[config.mk]
export PLATFORM = sky130hd
export DESIGN_NAME = stage_sequencer
export DESIGN_NICKNAME = d
export VERILOG_FILES = /design/src/rtl/stage_sequencer_pkg.sv /design/src/rtl/stage_sequencer_watchdog.sv /design/src/rtl/stage_sequencer.sv
export SDC_FILE = /design/constraint.sdc
export NUM_CORES = 1
export LEC_CHECK = 0
export ABC_CLOCK_PERIOD_IN_PS = 5000
export BUFFER_PORTS_ARGS = -buffer_cell sky130_fd_sc_hd__buf_2
export CAP_MARGIN = 20
export CELL_PAD_IN_SITES_DETAIL_PLACEMENT = 1
export CELL_PAD_IN_SITES_GLOBAL_PLACEMENT = 1
export CORE_MARGIN = 10
export CORE_UTILIZATION = 25
export DETAILED_ROUTE_END_ITERATION = 8
export HOLD_SLACK_MARGIN = 0.12
export PLACE_DENSITY_LB_ADDON = 0.08
export SYNTH_ARGS = -nofsm -noshare
export SYNTH_HDL_FRONTEND = slang
export SYNTH_HIERARCHICAL = 1
export SYNTH_SLANG_ARGS = --single-unit
[constraint.sdc]
create_clock -name clk -period 5 [get_ports clk]
set_input_delay 0.5 -clock clk [delete_from_list [all_inputs] [get_ports clk]]
set_output_delay 0.5 -clock clk [all_outputs]
set_load 0.01 [all_outputs]
[src/rtl/stage_sequencer_pkg.sv]
// Shared constants for the stage sequencer: PC mux select codes, RV32I opcodes,
// FSM state type and opcode classification helpers.
package stage_sequencer_pkg;

  localparam int unsigned SEL_PC_WIDTH = 3;

  typedef enum logic [SEL_PC_WIDTH-1:0] {
    PC_SEL_PLUS4  = 3'd0,
    PC_SEL_BRANCH = 3'd1,
    PC_SEL_JALR   = 3'd2,
    PC_SEL_MTVEC  = 3'd3,
    PC_SEL_MEPC   = 3'd4
  } pc_sel_e;

  localparam logic [6:0] OP_LUI      = 7'b0110111;
  localparam logic [6:0] OP_AUIPC    = 7'b0010111;
  localparam logic [6:0] OP_JAL      = 7'b1101111;
  localparam logic [6:0] OP_JALR     = 7'b1100111;
  localparam logic [6:0] OP_BRANCH   = 7'b1100011;
  localparam logic [6:0] OP_LOAD     = 7'b0000011;
  localparam logic [6:0] OP_STORE    = 7'b0100011;
  localparam logic [6:0] OP_IMM      = 7'b0010011;
  localparam logic [6:0] OP_OP       = 7'b0110011;
  localparam logic [6:0] OP_MISC_MEM = 7'b0001111;
  localparam logic [6:0] OP_SYSTEM   = 7'b1110011;

  localparam logic [31:0] EBREAK_INSTR = 32'h0010_0073;

  typedef enum logic [2:0] {
    ST_FETCH,
    ST_EXEC,
    ST_MEM_WAIT,
    ST_COMMIT,
    ST_HALT
  } state_e;

  function automatic logic opcode_legal(input logic [6:0] op);
    logic legal;
    unique case (op)
      OP_LUI, OP_AUIPC, OP_JAL, OP_JALR, OP_BRANCH, OP_LOAD, OP_STORE,
      OP_IMM, OP_OP, OP_MISC_MEM, OP_SYSTEM: legal = 1'b1;
      default:                                legal = 1'b0;
    endcase
    return legal;
  endfunction

  function automatic logic opcode_is_mem(input logic [6:0] op);
    return (op == OP_LOAD) || (op == OP_STORE);
  endfunction

endpackage

[src/rtl/stage_sequencer_watchdog.sv]
// Memory-wait watchdog: 8-bit cycle counter that flags the last permitted
// MEM_WAIT cycle so the sequencer can abandon a hung memory access.
module seq_watchdog
  import stage_sequencer_pkg::*;
#(
  parameter int unsigned LIMIT = 16
) (
  input  logic clk,
  input  logic rst,
  input  logic clear,
  input  logic enable,
  output logic expire
);

  logic [7:0] tmo_cnt;

  always_ff @(posedge clk) begin
    if (rst || clear) begin
      tmo_cnt <= '0;
    end else if (enable) begin
      tmo_cnt <= tmo_cnt + 8'd1;
    end
  end

  assign expire = enable && (tmo_cnt == 8'(LIMIT - 1));

endmodule

[src/rtl/stage_sequencer.sv]
// Multi-cycle control FSM for the 3-stage core: FETCH, EXEC, optional MEM_WAIT,
// COMMIT, plus HALT with run/step debug control, retire counter and watchdog.
module stage_sequencer
  import stage_sequencer_pkg::*;
#(
  parameter logic [31:0] RESET_PC     = 32'h0,
  parameter int unsigned MEM_TIMEOUT  = 16,
  parameter bit          START_HALTED = 1'b0
) (
  input  logic                    clk,
  input  logic                    rst,
  input  logic                    memory_done,
  input  logic [SEL_PC_WIDTH-1:0] pc_sel,
  input  logic                    br_taken,
  input  logic [31:0]             ir,
  input  logic [31:0]             next_pc,
  input  logic                    halt_req,
  input  logic                    run_req,
  input  logic                    step_req,
  output logic                    c_fetch_stall,
  output logic [SEL_PC_WIDTH-1:0] c_pc_sel,
  output logic                    c_br_taken,
  output logic [31:0]             c_next_pc,
  output logic                    halted,
  output logic                    retire,
  output logic [31:0]             instret,
  output logic                    err_timeout,
  output logic                    err_illegal
);

  state_e                  state;
  logic [31:0]             pc_q;
  logic [SEL_PC_WIDTH-1:0] sel_q;
  logic                    taken_q;
  logic                    step_q;
  logic                    wd_expire;

  seq_watchdog #(
    .LIMIT(MEM_TIMEOUT)
  ) u_watchdog (
    .clk    (clk),
    .rst    (rst),
    .clear  (state != ST_MEM_WAIT),
    .enable (state == ST_MEM_WAIT),
    .expire (wd_expire)
  );

  // Only COMMIT lets the datapath PC advance; every other state recirculates pc_q.
  assign c_next_pc = (state == ST_COMMIT) ? next_pc : pc_q;
  assign c_pc_sel  = sel_q;

  // Registered outputs are assigned for the state being entered, so they are
  // valid throughout that state rather than one cycle late.
  always_ff @(posedge clk) begin
    if (rst) begin
      state         <= START_HALTED ? ST_HALT : ST_FETCH;
      pc_q          <= RESET_PC;
      sel_q         <= PC_SEL_PLUS4;
      taken_q       <= 1'b0;
      step_q        <= 1'b0;
      c_fetch_stall <= 1'b1;
      c_br_taken    <= 1'b0;
      halted        <= START_HALTED;
      retire        <= 1'b0;
      instret       <= '0;
      err_timeout   <= 1'b0;
      err_illegal   <= 1'b0;
    end else begin
      pc_q          <= c_next_pc;
      c_fetch_stall <= 1'b1;
      c_br_taken    <= 1'b0;
      halted        <= 1'b0;
      retire        <= 1'b0;

      unique case (state)
        ST_FETCH: begin
          state <= ST_EXEC;
        end

        ST_EXEC: begin
          sel_q   <= pc_sel;
          taken_q <= br_taken;
          if (!opcode_legal(ir[6:0])) begin
            err_illegal <= 1'b1;
            state       <= ST_HALT;
            halted      <= 1'b1;
          end else if (opcode_is_mem(ir[6:0])) begin
            state <= ST_MEM_WAIT;
          end else begin
            state      <= ST_COMMIT;
            c_br_taken <= br_taken;
          end
        end

        ST_MEM_WAIT: begin
          if (memory_done) begin
            state      <= ST_COMMIT;
            c_br_taken <= taken_q;
          end else if (wd_expire) begin
            err_timeout <= 1'b1;
            state       <= ST_HALT;
            halted      <= 1'b1;
          end
        end

        ST_COMMIT: begin
          retire  <= 1'b1;
          instret <= instret + 32'd1;
          if (halt_req || step_q || (ir == EBREAK_INSTR)) begin
            state  <= ST_HALT;
            halted <= 1'b1;
          end else begin
            state         <= ST_FETCH;
            c_fetch_stall <= 1'b0;
          end
        end

        ST_HALT: begin
          if (run_req) begin
            step_q        <= 1'b0;
            err_timeout   <= 1'b0;
            err_illegal   <= 1'b0;
            state         <= ST_FETCH;
            c_fetch_stall <= 1'b0;
          end else if (step_req) begin
            step_q        <= 1'b1;
            state         <= ST_FETCH;
            c_fetch_stall <= 1'b0;
          end else begin
            halted <= 1'b1;
          end
        end

        default: begin
          state  <= ST_HALT;
          halted <= 1'b1;
        end
      endcase
    end
  end

endmodule

==> results.ini <==
[outcome]
status=finished, final reports clean

[placement]
hpwlAfterDp_um=9427
io_buffers=146
gp_congestion=0.7204

[synth]
syn_nets=542
synth_area_leaders=dfxtp_1 (45%), nand2_1 (13%), nor2b_1 (6.3%), nor2_1 (4.5%), xor2_1 (3.9%)
ys_ff_latch=86
netlist_instances=466
synthMuxAreaShare_pct=1.354
synthAdderAreaFrac_pct=0.6605
synthXorXnorAreaFrac_pct=6.473
synth-compound-area-share_pct=5.647
synth_common_cells=nand2_1 (127), dfxtp_1 (86), nor2_1 (45), nor2b_1 (38), xor2_1 (17)
synth_ff_type=dfxtp_1
synth_top_family_by_area=simple AND/OR/NAND/NOR gates
synth-edff-count=0
ys_warn_count=6
post-synth-top-count-cell=nand2_1
yosysTopAreaCell=dfxtp_1
yosysUniqueCellTypes=47
syn_avg_cell_area_um2=8.130
synth_top_area_share_pct=45.44
yosysSeqAreaShare_pct=45.44
yosys.area_share.simple_pct=37.62
async_reset_ff_share_pct=0
synthesis.area_mm2=0.003789

[critical_path]
cp-start-kind=flip-flop
r2r_end=instret[29]
r2r_slack_ns=2.62
crit_fanout=26
path_class=flip-flop to primary output
endpoint_kind=primary output
r2r-start=state[1]
crit_arrival_ns=2.17
required_ns=4.50
r2r_cells=5

[clocking]
post_cts.repair.setup_buffers=0
cts-root-buf=clkbuf_16
clk_pin_slew_ns=0.06
cts_htree_levels=3
insertion_delay_ns=0.34
cts_buffers=9
ctsHoldBuffers=0
cts_resized=0
cts_sinks=86
max-clock-path-buffers=2
cts_tree=done

[drt]
first_iter_violations=108
route.detailed.drc=0
drtPass1Iterations=4
ant_nets=0
viasPerCell=4.516
totalWireLength_um=12440
vias=3595
post_drt_wl_per_cell_um=15.63

[worst_hold_path]
hp-start=pc_sel[0]
hold_depth=3
hold_path_class=primary input to flip-flop
min_to=c_pc_sel[0]

[global_route]
grt_max_degree=51
grt_usage_pct=12.06
grt_pass1_wl_um=19910
antenna_found_initial=1
grt_pass1_vias=3825
gr-total-overflow=0

[floorplanning]
io_pins=147
die_y_um=143.1
row_count=44
core_mm2=0.01470
die_x_um=143.1
initial_core_util_pct=25.77
die-area_mm2=0.02048

[power_and_ir_drop]
power.leakage_uw=0.002329
ir_drop_v=0.0001476
p_per_area_mw_per_mm2=290.2

[final_layout]
final_layout_size_suffix_gt1_share_pct=28.76
nNetsFinal=683
n_antenna_cell=0
n_fill_cell=1781
area_growth_pct=31.14

[sta]
holdWs_ns=0.3951
fmax_mhz=374.3
finalSetupTns_ns=0
worst_pin_slew_ns=1.015
slew_violations=0
finalCritPeriodShare_pct=53.43
skew_ns=0.005158
finalHoldViolCount=0
setup_viol=0
slew_headroom_pct=32.34
min_period_ns=2.671
rsz0062_at_grt=false

[run]
maxCapViolations=0

cell families after synthesis:
family,Yosys count
buffers and inverters,23
adders and majority gates,2
AOI/OAI and AO/OA,37
and+or+nand+nor,285
muxes,5
xor gates and xnor gates,28
DFF,86
how the worst max path moves through the flow:
stage                   from       endpoint  slack, ns  cells past startpoint
floorplan           state[2]  c_next_pc[13]       3.24                      6
global placement    state[1]    instret[29]       2.71                      5
detailed placement  state[1]    instret[29]       2.64                      5
CTS                 state[1]  c_next_pc[17]       2.29                      5
global route        state[1]   c_next_pc[9]       2.14                      5
finish              state[1]  c_next_pc[14]       2.33                      5
cell usage in the layout (no fill, tap or decap), drive strengths merged, types with 5 or more instances in the layout:
cell type and count:
nand3 10, xnor2 11, nor3 7, nor2 46
nor4 7, or4 5, or3 6, buf 149
nor2b 38, a21oi 14, nand4 13, o21ai 11
clkbuf 13, nand2 127, nand2b 5, xor2 17
dfxtp 86, and3 9
critical path: stages (launching register included):
cell and delay (ns):
dfxtp_1 0.50, and3b_1 0.59, buf_4 0.39, nand2_1 0.09
nand2_1 0.09, buf_2 0.14
sequential cells by signal, summed over array words and instances, names as in the netlist:
signal / count
c_br_taken: 1
c_fetch_stall: 1
c_pc_sel: 3
err_illegal: 1
err_timeout: 1
halted: 1
instret: 32
pc_q: 32
retire: 1
state: 3
step_q: 1
taken_q: 1
u_watchdog/tmo_cnt: 8
stage by stage:
step                      total power, uW  worst slack [ns]  util, %  cell area, um2  std cells
after floorplan                     758.4             3.241        -            3789        466
after global placement              805.2             2.714    31.84            4681        780
after detailed placement            807.2             2.642    31.84            4681        780
after CTS                            1475             2.288    33.80            4969        796
after global routing                 1520             2.139    33.80            4969        796
final                                1442             2.329    33.80            4969        796
layer usage:
| metal | part of all wire, % | global-route usage [%] |
|---|---|---|
| met3 | 9.8 | 5.307 |
| met1 | 47 | 14.96 |
| met4 | 1.3 | 4.072 |
| met2 | 42 | 18.23 |
| met5 | 0.056 | 0 |
report_power, final:
group	internal [uW]	switching [uW]
combinational	41.4	45.9
clock	376	276
sequential	695	7.88
cell type report:
type / count / area, um2 / area share, %
clock buffers: 13 / 270.3 / 5.439
clock inverters: 3 / 17.52 / 0.3526
inverters: 4 / 15.01 / 0.3022
multi-input cells: 357 / 1961 / 39.46
flip-flops and latches: 86 / 1722 / 34.65
well taps: 184 / 230.2 / 4.634
repair buffers: 149 / 753.2 / 15.16
Note: power is estimated with default switching activity, not from simulation.
